File: src/rtl/id_ex_stage.sv
// ID/EX pipeline register with load-use hazard detection and branch-flush bubbles.
// Optional saturating load-use bubble counter enabled by defining ID_EX_BUBBLE_CNT_EN.
module id_ex_stage (
  input  logic        clk,
  input  logic        rst,
  input  logic        id_valid,
  input  logic [31:0] id_read_data1,
  input  logic [31:0] id_read_data2,
  input  logic [31:0] id_sign_ext,
  input  logic [4:0]  id_rs,
  input  logic [4:0]  id_rt,
  input  logic [4:0]  id_rd,
  input  logic        id_uses_rt,
  input  logic [3:0]  id_alu_op,
  input  logic        id_alu_src,
  input  logic        id_reg_dst,
  input  logic        id_mem_read,
  input  logic        id_mem_write,
  input  logic        id_mem_to_reg,
  input  logic        id_reg_write,
  input  logic        flush,
  output logic        ex_valid,
  output logic [31:0] ex_read_data1,
  output logic [31:0] ex_read_data2,
  output logic [31:0] ex_sign_ext,
  output logic [4:0]  ex_rs,
  output logic [4:0]  ex_rt,
  output logic [4:0]  ex_write_reg,
  output logic [3:0]  ex_alu_op,
  output logic        ex_alu_src,
  output logic        ex_mem_read,
  output logic        ex_mem_write,
  output logic        ex_mem_to_reg,
  output logic        ex_reg_write,
  output logic        stall_if_id,
  output logic [31:0] bubble_cnt
);

  logic        valid_q, valid_d;
  logic [31:0] read_data1_q, read_data1_d;
  logic [31:0] read_data2_q, read_data2_d;
  logic [31:0] sign_ext_q, sign_ext_d;
  logic [4:0]  rs_q, rs_d;
  logic [4:0]  rt_q, rt_d;
  logic [4:0]  write_reg_q, write_reg_d;
  logic [3:0]  alu_op_q, alu_op_d;
  logic        alu_src_q, alu_src_d;
  logic        mem_read_q, mem_read_d;
  logic        mem_write_q, mem_write_d;
  logic        mem_to_reg_q, mem_to_reg_d;
  logic        reg_write_q, reg_write_d;

  logic        hazard;
  logic        load;

  // A load in EX whose target feeds the ID instruction; r0 never creates a dependency.
  always_comb begin
    hazard = valid_q & mem_read_q & (rt_q != 5'd0) & id_valid &
             ((rt_q == id_rs) | (id_uses_rt & (rt_q == id_rt)));
    stall_if_id = hazard & ~flush;
    load = ~flush & ~hazard;
  end

  always_comb begin
    valid_d      = 1'b0;
    read_data1_d = read_data1_q;
    read_data2_d = read_data2_q;
    sign_ext_d   = sign_ext_q;
    rs_d         = rs_q;
    rt_d         = rt_q;
    write_reg_d  = write_reg_q;
    alu_op_d     = 4'd0;
    alu_src_d    = 1'b0;
    mem_read_d   = 1'b0;
    mem_write_d  = 1'b0;
    mem_to_reg_d = 1'b0;
    reg_write_d  = 1'b0;
    if (load) begin
      valid_d      = id_valid;
      read_data1_d = id_read_data1;
      read_data2_d = id_read_data2;
      sign_ext_d   = id_sign_ext;
      rs_d         = id_rs;
      rt_d         = id_rt;
      write_reg_d  = id_reg_dst ? id_rd : id_rt;
      // Controls of a non-valid slot are zeroed so a bubble can never write state.
      if (id_valid) begin
        alu_op_d     = id_alu_op;
        alu_src_d    = id_alu_src;
        mem_read_d   = id_mem_read;
        mem_write_d  = id_mem_write;
        mem_to_reg_d = id_mem_to_reg;
        reg_write_d  = id_reg_write;
      end
    end
  end

  always_ff @(posedge clk or posedge rst) begin
    if (rst) begin
      valid_q      <= 1'b0;
      read_data1_q <= 32'd0;
      read_data2_q <= 32'd0;
      sign_ext_q   <= 32'd0;
      rs_q         <= 5'd0;
      rt_q         <= 5'd0;
      write_reg_q  <= 5'd0;
      alu_op_q     <= 4'd0;
      alu_src_q    <= 1'b0;
      mem_read_q   <= 1'b0;
      mem_write_q  <= 1'b0;
      mem_to_reg_q <= 1'b0;
      reg_write_q  <= 1'b0;
    end else begin
      valid_q      <= valid_d;
      read_data1_q <= read_data1_d;
      read_data2_q <= read_data2_d;
      sign_ext_q   <= sign_ext_d;
      rs_q         <= rs_d;
      rt_q         <= rt_d;
      write_reg_q  <= write_reg_d;
      alu_op_q     <= alu_op_d;
      alu_src_q    <= alu_src_d;
      mem_read_q   <= mem_read_d;
      mem_write_q  <= mem_write_d;
      mem_to_reg_q <= mem_to_reg_d;
      reg_write_q  <= reg_write_d;
    end
  end

`ifdef ID_EX_BUBBLE_CNT_EN
  logic [31:0] bubble_cnt_q, bubble_cnt_d;

  // Only hazard bubbles count; flush wins over hazard and is excluded via stall_if_id.
  always_comb begin
    bubble_cnt_d = bubble_cnt_q;
    if (stall_if_id && (bubble_cnt_q != 32'hFFFF_FFFF))
      bubble_cnt_d = bubble_cnt_q + 32'd1;
  end

  always_ff @(posedge clk or posedge rst) begin
    if (rst) bubble_cnt_q <= 32'd0;
    else     bubble_cnt_q <= bubble_cnt_d;
  end

  assign bubble_cnt = bubble_cnt_q;
`else
  assign bubble_cnt = 32'd0;
`endif

  assign ex_valid      = valid_q;
  assign ex_read_data1 = read_data1_q;
  assign ex_read_data2 = read_data2_q;
  assign ex_sign_ext   = sign_ext_q;
  assign ex_rs         = rs_q;
  assign ex_rt         = rt_q;
  assign ex_write_reg  = write_reg_q;
  assign ex_alu_op     = alu_op_q;
  assign ex_alu_src    = alu_src_q;
  assign ex_mem_read   = mem_read_q;
  assign ex_mem_write  = mem_write_q;
  assign ex_mem_to_reg = mem_to_reg_q;
  assign ex_reg_write  = reg_write_q;

endmodule

File: config.mk
export PLATFORM = sky130hd
export DESIGN_NAME = id_ex_stage
export DESIGN_NICKNAME = d
export VERILOG_FILES = /design/src/rtl/id_ex_stage.sv
export SDC_FILE = /design/constraint.sdc
export NUM_CORES = 1
export LEC_CHECK = 0
export ABC_AREA = 1
export CORE_MARGIN = 5
export CORE_UTILIZATION = 36
export DETAILED_ROUTE_END_ITERATION = 12
export PLACE_DENSITY = 0.8
export SETUP_SLACK_MARGIN = 0.3
export SYNTH_ARGS = -nofsm -noshare
export SYNTH_HDL_FRONTEND = slang
export SYNTH_SLANG_ARGS = --single-unit
File: constraint.sdc
create_clock -name clk -period 3.85 [get_ports clk]
set_input_delay 0.77 -clock clk [delete_from_list [all_inputs] [get_ports clk]]
set_output_delay 0.77 -clock clk [all_outputs]
set_load 0.005 [all_outputs]
==> flow_summary.json <==
{
  "status": "finished, final reports clean",
  "layout.cells.most_common": "nand2_1",
  "slew_headroom": 0.1775,
  "fin_crit_sh": 0.8594,
  "io_pins": 280,
  "drive_gt1_frac": 0.05146,
  "synthToLayoutAreaGrowth_pct": 57.93,
  "cts_made_buffers": 17,
  "die_area_um2": 17000,
  "synth-seq-cells": 121,
  "cp_max_fo": 20,
  "grt_pass1_wl_um": 23520,
  "ys_seq_area_frac": 0.5805,
  "drt-total-wl_um": 15380,
  "place_hpwl_um": 10380,
  "die_x_um": 130.4,
  "route.detailed.drc": 0,
  "ctsRootBufferMaster": "clkbuf_16",
  "grt_overflow_total": 0,
  "die_y_um": 130.4,
  "drt_first_pass_iters": 4,
  "antenna_found_initial": 0,
  "rows": 44,
  "ff2ff_setup_slack_ns": 1.37,
  "required_ns": 3.08,
  "slew_violations": 0,
  "hold_viol_final": 0,
  "worstSetupPathType": "in -> out",
  "vias": 4779,
  "port_buffers": 247,
  "fmax_mhz": 302.2,
  "nets": 969,
  "ys_types": 16,
  "syn_inst": 613,
  "fin_skew_ns": 0.007805,
  "period_minus_slack_ns": 3.309,
  "cts_repair_resize_count": 0,
  "coreArea_um2": 14370,
  "synth_area_um2": 5216,
  "mostFrequentLayoutCells": "262 x nand2_1, 247 x clkdlybuf4s50_1, 121 x dfrtp_1",
  "initial_utilization": 0.3630,
  "drv_cap": 0,
  "ys_warn_count": 0,
  "cts_setup_buffers": 0,
  "cts_hold_buf": 0,
  "place_congestion": 0.8824,
  "ir_drop_v": 0.0002440,
  "grt_max_degree": 121,
  "rsz0062_at_grt": "no",
  "wl_per_cell_um": 14.80,
  "tns_ns": 0,
  "diodes": 0,
  "cts.clk_slew.worst_paths_ns": 0.06,
  "postRouteAntennaNets": 0,
  "cp-end-kind": "output port",
  "viasPerCell": 4.600,
  "grt_pass1_vias": 4623,
  "htreeDepth": 4,
  "cp-start-kind": "input port",
  "setup_viol": 0,
  "grt_use_total": 0.1763,
  "syn_area_per_cell_um2": 8.509,
  "tightest_slew_ns": 1.234,
  "p_leak_nw": 4.047,
  "max-clock-path-buffers": 2,
  "cp.arrival_ns": 2.54,
  "min_path_type": "reg -> reg",
  "power_density_nw_per_um2": 439.2,
  "cts_tree": "built",
  "final_core_util": 0.5733,
  "clkLatencyLatePin_ns": 0.41,
  "clock-sinks": 121,
  "drt_iter0_drc": 309
}
[synthesized netlist by cell type]
cell | instances | area (um2)
buf_1 | 3 | 11.26
buf_2 | 12 | 60.06
buf_4 | 42 | 315.3
clkbuf_1 | 14 | 52.55
conb_1 | 1 | 3.750
dfrtp_1 | 121 | 3028
inv_1 | 12 | 45.04
inv_2 | 5 | 18.77
mux2_2 | 1 | 11.26
nand2_1 | 262 | 983.4
nand2_2 | 2 | 12.51
nand3_1 | 113 | 565.5
nand4_1 | 2 | 12.51
nor2_1 | 18 | 67.56
o21ai_0 | 4 | 20.02
xnor2_1 | 1 | 8.760
[cell type report]
| cell class | count | area, um2 |
|---|---|---|
| Tap cell | 184 | 230.2 |
| Clock inverter | 13 | 155.1 |
| Inverter | 17 | 68.82 |
| Multi-Input combinational cell | 435 | 1812 |
| Timing Repair Buffer | 251 | 2515 |
| Fill cell | 1289 | 6131 |
| Sequential cell | 121 | 3028 |
| Clock buffer | 18 | 429.2 |
[power by group]
group	internal [mW]	total, mW	switching [mW]
Combinational	0.361	0.597	0.237
Clock	1.01	1.57	0.567
Sequential	1.38	1.45	0.0645
[worst paths after layout]
path                                                end  cells after the start                    startpoint
max reg2reg                ex_read_data2[7]$_DFFE_PP0P_                     11          ex_rt[4]$_DFFE_PP0P_
min reg2reg                ex_read_data2[0]$_DFFE_PP0P_                      2  ex_read_data2[0]$_DFFE_PP0P_
max                                         stall_if_id                     10                      id_rt[1]
min                        ex_read_data2[0]$_DFFE_PP0P_                      2  ex_read_data2[0]$_DFFE_PP0P_
max in group asynchronous          ex_rs[2]$_DFFE_PP0P_                      3                           rst
min in group asynchronous    ex_sign_ext[7]$_DFFE_PP0P_                      2                           rst
[stage by stage]
stage                     instance area, um2  cells  hold slack, ns  power (mW)  worst slack [ns]
after global routing                    8238   1039          0.4769       3.791            0.4068
after floorplan                         5336    644          0.4654       1.684             1.581
after detailed placement                7654   1008          0.4570       2.071            0.5217
after global placement                  7654   1008          0.4526       2.060            0.5378
after CTS                               8238   1039          0.4708       3.672            0.5245
final                                   8238   1039          0.4664       3.618            0.5411
[per-layer routing]
layer  vias up  part of all wire  GRT usage
met5         -                 0          0
met4         0             0.023    0.07562
met3        26             0.092    0.05976
met2       205              0.48     0.2818
met1      2218              0.40     0.2190
li1       2330                 -          -
[worst max-delay path, cell delays in order]
cell	delay (ns)
clkdlybuf4s50_1	0.50
inv_1	0.06
nand2_1	0.05
nand2_1	0.05
nor2_1	0.10
nand3_1	0.09
nand2_1	0.11
nand2_4	0.16
nor2_1	0.12
clkdlybuf4s50_1	0.53
[cell families (layout without fill, tap and decap cells)]
family | Yosys count | after routing | share of synthesized area
multiplexers | 1 | 1 | 0.002159
other | 1 | 32 | 0.0007189
buffers and inverters | 88 | 299 | 0.09643
AND/OR/NAND/NOR | 397 | 397 | 0.3147
XOR/XNOR | 1 | 1 | 0.001679
AO/OA/AOI/OAI | 4 | 4 | 0.003838
flip-flops | 121 | 121 | 0.5805
No activity file was read; power rests on OpenSTA's default activity.
